$ cat config.mk
export PLATFORM = sky130hd
export DESIGN_NAME = branch_resolve_unit
export DESIGN_NICKNAME = d
export VERILOG_FILES = /design/src/rtl/branch_resolve_unit_pkg.sv /design/src/rtl/branch_resolve_unit_sat_counter.sv /design/src/rtl/branch_resolve_unit.sv
export SDC_FILE = /design/constraint.sdc
export NUM_CORES = 1
export LEC_CHECK = 0
export CORE_UTILIZATION = 30
export DETAILED_ROUTE_END_ITERATION = 8
export SLEW_MARGIN = 20
export SYNTH_ARGS = -nofsm -noshare
export SYNTH_HDL_FRONTEND = slang
export SYNTH_SLANG_ARGS = --single-unit
$ cat constraint.sdc
create_clock -name clk -period 8.9 [get_ports clk]
set_input_delay 1.78 -clock clk [delete_from_list [all_inputs] [get_ports clk]]
set_output_delay 1.78 -clock clk [all_outputs]
set_load 0.1 [all_outputs]
$ cat src/rtl/branch_resolve_unit_pkg.sv
// br_pkg: shared definitions for the decode-stage branch resolve unit.
//   OP_BEQ / OP_BNE : primary opcodes of the two resolved branch types
//   br_ctx_t        : IF/ID branch context {valid, pc4, pred}
//   BR_PC_W         : default PC width (width of br_ctx_t.pc4)
//   BR_CNT_W        : default performance counter width
package br_pkg;

   localparam int BR_PC_W  = 32;
   localparam int BR_CNT_W = 16;

   localparam logic [5:0] OP_BEQ = 6'b000100;
   localparam logic [5:0] OP_BNE = 6'b000101;

   typedef struct packed {
      logic               valid;
      logic [BR_PC_W-1:0] pc4;
      logic               pred;
   } br_ctx_t;

endpackage

$ cat src/rtl/branch_resolve_unit_sat_counter.sv
// sat_counter: up-counter that sticks at all-ones instead of wrapping.
//   clk   : clock
//   rst_n : asynchronous active-low clear
//   inc   : count enable, sampled on the rising edge
//   cnt   : current count
module sat_counter
   import br_pkg::*;
#(
   parameter int W = BR_CNT_W
) (
   input  logic         clk,
   input  logic         rst_n,
   input  logic         inc,
   output logic [W-1:0] cnt
);

   always_ff @(posedge clk or negedge rst_n) begin
      if (!rst_n) begin
         cnt <= '0;
      end else if (inc && (cnt != {W{1'b1}})) begin
         cnt <= cnt + W'(1);
      end
   end

endmodule

$ cat src/rtl/branch_resolve_unit.sv
// branch_resolve_unit: holds the IF/ID branch context and resolves beq/bne
// in ID with zero latency. Produces the predictor training pair (B, PreWrong),
// the fetch flush with its corrected PC, and saturating perf counters.
//   clk, rst_n            : clock, asynchronous active-low reset
//   stall                 : pipeline stall, freezes the context and resolution
//   if_valid/if_pc/if_BrPre : IF instruction valid, PC and taken prediction
//   id_beq/id_bne         : ID decode bits (beq wins if both set)
//   rs_data/rt_data       : forwarded compare operands
//   id_imm                : signed word offset of the branch
//   B, PreWrong           : branch resolving / mispredicted, to PredictionUnit
//   flush, redirect_pc    : drop IF instruction and refetch from redirect_pc
//   br_cnt, miss_cnt      : resolved branch and misprediction counts
module branch_resolve_unit
   import br_pkg::*;
#(
   parameter int PC_W  = BR_PC_W,
   parameter int CNT_W = BR_CNT_W
) (
   input  logic             clk,
   input  logic             rst_n,
   input  logic             stall,
   input  logic             if_valid,
   input  logic [PC_W-1:0]  if_pc,
   input  logic             if_BrPre,
   input  logic             id_beq,
   input  logic             id_bne,
   input  logic [31:0]      rs_data,
   input  logic [31:0]      rt_data,
   input  logic [15:0]      id_imm,
   output logic             B,
   output logic             PreWrong,
   output logic             flush,
   output logic [PC_W-1:0]  redirect_pc,
   output logic [CNT_W-1:0] br_cnt,
   output logic [CNT_W-1:0] miss_cnt
);

   br_ctx_t         ctx;
   logic            eq;
   logic            taken;
   logic [PC_W-1:0] offset;
   logic [PC_W-1:0] target;

   // Flush outranks stall; pc4/pred are left alone on flush since a
   // cleared valid makes them irrelevant.
   always_ff @(posedge clk or negedge rst_n) begin
      if (!rst_n) begin
         ctx <= '0;
      end else if (flush) begin
         ctx.valid <= 1'b0;
      end else if (!stall) begin
         ctx.valid <= if_valid;
         ctx.pc4   <= if_pc + PC_W'(4);
         ctx.pred  <= if_BrPre;
      end
   end

   always_comb begin
      eq = (rs_data == rt_data);
      if (id_beq) begin
         taken = eq;
      end else if (id_bne) begin
         taken = ~eq;
      end else begin
         taken = 1'b0;
      end
   end

   // Word offset to byte offset: sign-extend then shift left by two.
   assign offset = {{(PC_W-18){id_imm[15]}}, id_imm, 2'b00};
   assign target = ctx.pc4 + offset;

   // Gating with stall keeps a held branch from being counted or flushed
   // more than once; it resolves on the first free cycle.
   assign B           = ctx.valid & (id_beq | id_bne) & ~stall;
   assign PreWrong    = B & (taken ^ ctx.pred);
   assign flush       = PreWrong;
   assign redirect_pc = taken ? target : ctx.pc4;

   sat_counter #(.W(CNT_W)) u_br_cnt (
      .clk   (clk),
      .rst_n (rst_n),
      .inc   (B),
      .cnt   (br_cnt)
   );

   sat_counter #(.W(CNT_W)) u_miss_cnt (
      .clk   (clk),
      .rst_n (rst_n),
      .inc   (PreWrong),
      .cnt   (miss_cnt)
   );

endmodule

Yosys cells after proc, flatten, opt, wreduce, memory -nomap -nowiden --
Cells that the tools add are included.
Word-level totals: input port bits 119, logic and storage cells 29, output and inout bits 67, bits in registers 66
Cells by class: multiplexer cells 5, add/sub/neg operators 4, reductions and logical operators 3, bitwise gates (word level) 8, eq/ne operators 4
Operator list (number):
- 34-bit two-way mux | 1
- 16-bit by 1-bit adder with 16-bit output (second input constant) | 2
- 32-bit by 3-bit adder with 32-bit output (second input constant) | 1
- 32-bit adder | 1
- 32-bit == test | 1
- 32-bit two-way mux | 1
- 16-bit != test (second input constant) | 2
- 1-bit AND | 3
- 1-bit two-way mux | 3
- 1-bit inverter | 3
- 1-bit logical AND | 2
- 2-bit by 1-bit != test with 1-bit output (second input constant) | 1
- 2-bit AND reduction | 1
- 1-bit bitwise OR | 1
- 1-bit bitwise XOR | 1

Longest topological paths before layout --
word-level depth 8, depth in mapped cells 10, mapped depth without buffers 10

Hierarchy --
Synthesis repeated with hierarchy kept, for this count alone.
Unflattened totals: cell total of the unflattened synthesis 667, area, all modules 5999.5 µm²
By module, submodules not included:
- branch_resolve_unit | sequential area each 850.8 µm², instances 1, cells each 523, area an instance 4280.4 µm²
- sat_counter | sequential area each 400.4 µm², instances 2, cells each 72, area an instance 859.6 µm²

Least setup slack after synthesis --
OpenSTA, ideal clock, no wires.
path kind input -> output, from in id_imm[0], to out redirect_pc[24], stages on the path 10, slack 1.226 ns, data arrival time 5.894 ns, buffers on the path 0, required time 7.120 ns, cell sequence ha_1 -> fa_1 -> a211oi_1 -> nor4_2 -> o31ai_2 -> o211ai_1 -> o2111ai_1 -> o21bai_1 -> xnor2_1 -> o21ai_0
On the way: longest elaborated chain between the ends 2
Ends and longest elaborated chain:
- start: declaration | line branch_resolve_unit.sv:29 | input logic [15:0] id_imm,
- 32-bit adder | line branch_resolve_unit.sv:71 | assign target = ctx.pc4 + offset;
- 32-bit two-way mux | line branch_resolve_unit.sv:78 | assign redirect_pc = taken ? target : ctx.pc4;
- end: declaration | line branch_resolve_unit.sv:33 | output logic [PC_W-1:0] redirect_pc,
No other way between the ends.

Final worst setup path --
from in id_imm[0], to out redirect_pc[22]
Same word-level chain as after synthesis.

==> metrics.md <==
| Metric | Value |
|---|---|
| Status | `complete, but fails checks` |
| Failing checks | `design-rule violations` |
| Routed len/inst | `14.0 µm` |
| Reg clk slew, reported paths | `0.06 ns` |
| Post-synthesis register bit count | `66` |
| First-pass GRT wire length | `23.2 mm` |
| Root buffer cell | `clkbuf_16` |
| TritonCTS Buffers | `9` |
| Synth warnings | `0` |
| Seq pwr share | `23.8%` |
| Drt pass-1 iters | `6` |
| CTS Buffer Depth | `2` |
| Fmax | `0.131 GHz` |
| VDD IR max | `0.000118 V` |
| Syn nets | `763` |
| Most used DFF post-synth | `dfrtp_1` |
| Clock Latency Late Sink | `0.33 ns` |
| CP max FO | `6` |
| Met3 routed WL | `880 µm` |
| Rel. slew slack | `32.4%` |
| CP Launch Point | `id_imm[0]` |
| # setup viols final | `0` |
| Max incr delay on CP | `1.15 ns` |
| HPWL Detailed | `11.5 mm` |
| Ys async rst share | `100%` |
| Final wirelength | `14.4 mm` |
| N_diodes | `0` |
| Critical path class | `in -> out` |
| Grt ovf | `0` |
| Largest net degree at the start of global routing | `67` |
| Die height | `137 µm` |
| Top sig layer | `met4` |
| Maxcap violations | `0` |
| Num rows | `49` |
| CP cell instances | `clkdlybuf4s50_1 > ha_1 > fa_1 > a211oi_1 > nor4_2 > o31ai_2 > o211ai_1 > o2111ai_1 > nand2_1 > xnor2_1 > o21ai_0 > clkdlybuf4s50_1` |
| Net switching power | `0.000748 W` |
| Worst Path Required | `7.12 ns` |
| DRT iter0 DRCs | `203` |
| Via density | `4.92` |
| Unrepaired setup endpoints after global routing | `no` |
| Worst Tran Pin Value | `1.01 ns` |
| Leakage | `3.19 nW` |
| Worst Hold Class | `reg -> reg` |
| Die W | `137 µm` |
| Area Overhead vs Synth | `43.6%` |
| Yosys cell types | `60` |
| Buf/Inv on CP | `2` |
| Max Slew Vio Count | `0` |
| Comb pwr share | `51.3%` |
| WL met2 | `6.98 mm` |
| Hold path start | `u_br_cnt.cnt[11]` |
| R2r startpoint | `u_miss_cnt.cnt[6]` |
| Resize count post-CTS | `0` |
| DRC Markers | `2` |
| H-tree levels | `3` |
| Slowest CP cell | `clkdlybuf4s50_1` |
| PD cells | `207 nW/µm²` |
| Post-synthesis cell count | `611` |
| Skew final | `0.00453 ns` |
| EDFF count, synth | `0` |
| Sequential cell area fraction in the yosys report | `30.0%` |
| Post-route ant nets | `0` |
| Sw Share | `45.7%` |
| Initial antenna violation count | `0` |
| Share of cells above drive strength 1 | `9.16%` |
| Cell Area, Synth | `5500 µm²` |
| CP startpoint kind | `primary input` |
| Final hold slack | `0.483 ns` |
| Crit path arrival time | `5.83 ns` |
| Routed vias | `5043` |
| Final TNS setup | `0 ns` |
| Tcrit/Tclk final | `85.5%` |
| Number of port buffers | `185` |
| Cell family with most CP delay | `buffers and inverters` |
| Hold Violations, Final | `0` |
| Final Critical Period | `7.61 ns` |
| Initial Util | `30.6%` |
| Routability cong. | `0.837` |
| Most frequent CP cell | `clkdlybuf4s50_1` |
| Die ar. | `18900 µm²` |
| GRT Resource Usage Total | `15.7%` |
| Nets | `944` |
| Internal Power | `0.000891 W` |
| Hold-fix buffers, CTS | `0` |
| Clock network fraction of total power | `24.9%` |
| Syn avg cell area | `9.00 µm²` |
| M1 WL | `6.40 mm` |
| Core Area | `18000 µm²` |
| Post-CTS Setup Bufs | `0` |
| Clk sinks | `66` |
| Vias in the first global route | `4782` |
| Worst Setup End Kind | `output port` |
| TritonCTS clock tree | `done` |
| # IOs | `186` |
-- layout make-up --
cell class,count,area [µm²]
inverter,11,41.3
timing repair buffer,189,1860
sequential,66,1650
clock inverter,6,115
tap,229,287
fill,1796,10100
multi-input combinational,515,3720
clock buffer,10,229
-- synthesized netlist by cell type, types with 2 or more instances --
cell type | number | area [µm²]
inv_1 | 11 | 41.3
dfrtp_1 | 66 | 1650
clkbuf_1 | 8 | 30.0
a31oi_1 | 3 | 18.8
a21o_1 | 15 | 113
o211ai_1 | 4 | 30.0
nand2_1 | 70 | 263
and3_1 | 15 | 93.8
mux2i_1 | 3 | 30.0
buf_2 | 4 | 20.0
nand3b_1 | 2 | 15.0
nor4b_1 | 3 | 26.3
and4_1 | 2 | 17.5
xnor2_1 | 82 | 718
a211o_1 | 2 | 17.5
o31ai_1 | 3 | 22.5
mux2_1 | 4 | 45.0
xor2_1 | 26 | 228
nor4_1 | 2 | 12.5
a211oi_1 | 8 | 60.1
nand3_1 | 19 | 95.1
o21ai_0 | 35 | 175
a31o_2 | 5 | 43.8
and2_1 | 4 | 25.0
o21a_1 | 6 | 45.0
nor3b_1 | 3 | 22.5
nand4_1 | 30 | 188
mux2_2 | 34 | 383
or3_1 | 4 | 25.0
ha_1 | 32 | 400
nand2b_1 | 6 | 37.5
nor2_1 | 31 | 116
o21bai_1 | 4 | 30.0
nor3_1 | 11 | 55.1
buf_4 | 3 | 22.5
a21oi_1 | 25 | 125
buf_6 | 3 | 33.8
-- per-layer routing --
layer | GRT usage (%) | vias up
met1 | 19.2 | 2298
met2 | 27.4 | 164
met5 | 0 | -
met3 | 3.90 | 9
li1 | - | 2572
met4 | 3.85 | 0
-- state kept, by name (all words and copies together), names as in the netlist --
signal	flops
ctx	34
u_br_cnt.cnt	16
u_miss_cnt.cnt	16
-- per-stage QoR --
stage,total power [W],std cells,worst slack (ns),area [µm²],util (%)
after floorplan,0.00101,611,1.23,5500,-
after global placement,0.00124,1010,1.29,7550,42.0
after detailed placement,0.00124,1010,1.28,7560,42.1
after CTS,0.00166,1026,1.28,7900,44.0
after global routing,0.00173,1026,0.987,7900,44.0
final,0.00164,1026,1.29,7900,44.0
-- path summary, 6_finish.rpt --
path	end	slack [ns]	cells after the start
worst max-delay path	redirect_pc[22]	1.29	12
worst min-delay path	u_br_cnt.cnt[11]	0.48	1
worst max register to register	u_miss_cnt.cnt[1]	6.38	7
worst min register to register	u_br_cnt.cnt[11]	0.48	1
max in group asynchronous	u_br_cnt.cnt[12]	6.66	2
min in group asynchronous	ctx[28]	1.61	2
-- layout by cell type (no fill, tap or decap), types with 3 or more instances in the layout --
master             n
nor4b_1            3
o21ai_0           35
a21o_1            15
nand2_1           70
o21bai_1           4
o31ai_1            3
dfrtp_1           66
nand4_1           30
nor3_1            11
clkbuf_16          9
mux2_1             4
xor2_1            26
ha_1              32
nor3b_1            3
and2_1             4
bufinv_16          3
mux2_2            34
o21a_1             6
nor2_1            31
a211oi_1           8
and3_1            15
xnor2_1           82
a31o_2             5
nand2b_1           6
inv_1             11
or3_1              4
clkdlybuf4s50_1  177
nand3_1           19
a21oi_1           25
o211ai_1           4
buf_4             11
-- power groups by stage --
stage	registers (W)	clock network [W]	logic [W]
finish	0.000390	0.000408	0.000841
global placement	0.000395	0	0.000841
detailed placement	0.000396	0	0.000842
CTS	0.000391	0.000421	0.000846
global route	0.000398	0.000436	0.000894
floorplan	0.000526	0	0.000488
-- logic make-up after synthesis --
| family | after synthesis | share of synthesized area, % |
|---|---|---|
| DFF | 66 | 30.0 |
| buffers and inverters | 30 | 2.75 |
| muxes | 41 | 8.32 |
| AOI/OAI and AO/OA | 127 | 15.5 |
| adders and majority gates | 33 | 7.64 |
| and+or+nand+nor | 206 | 18.6 |
| xor gates and xnor gates | 108 | 17.2 |
No activity file was read; power rests on OpenSTA's default activity.
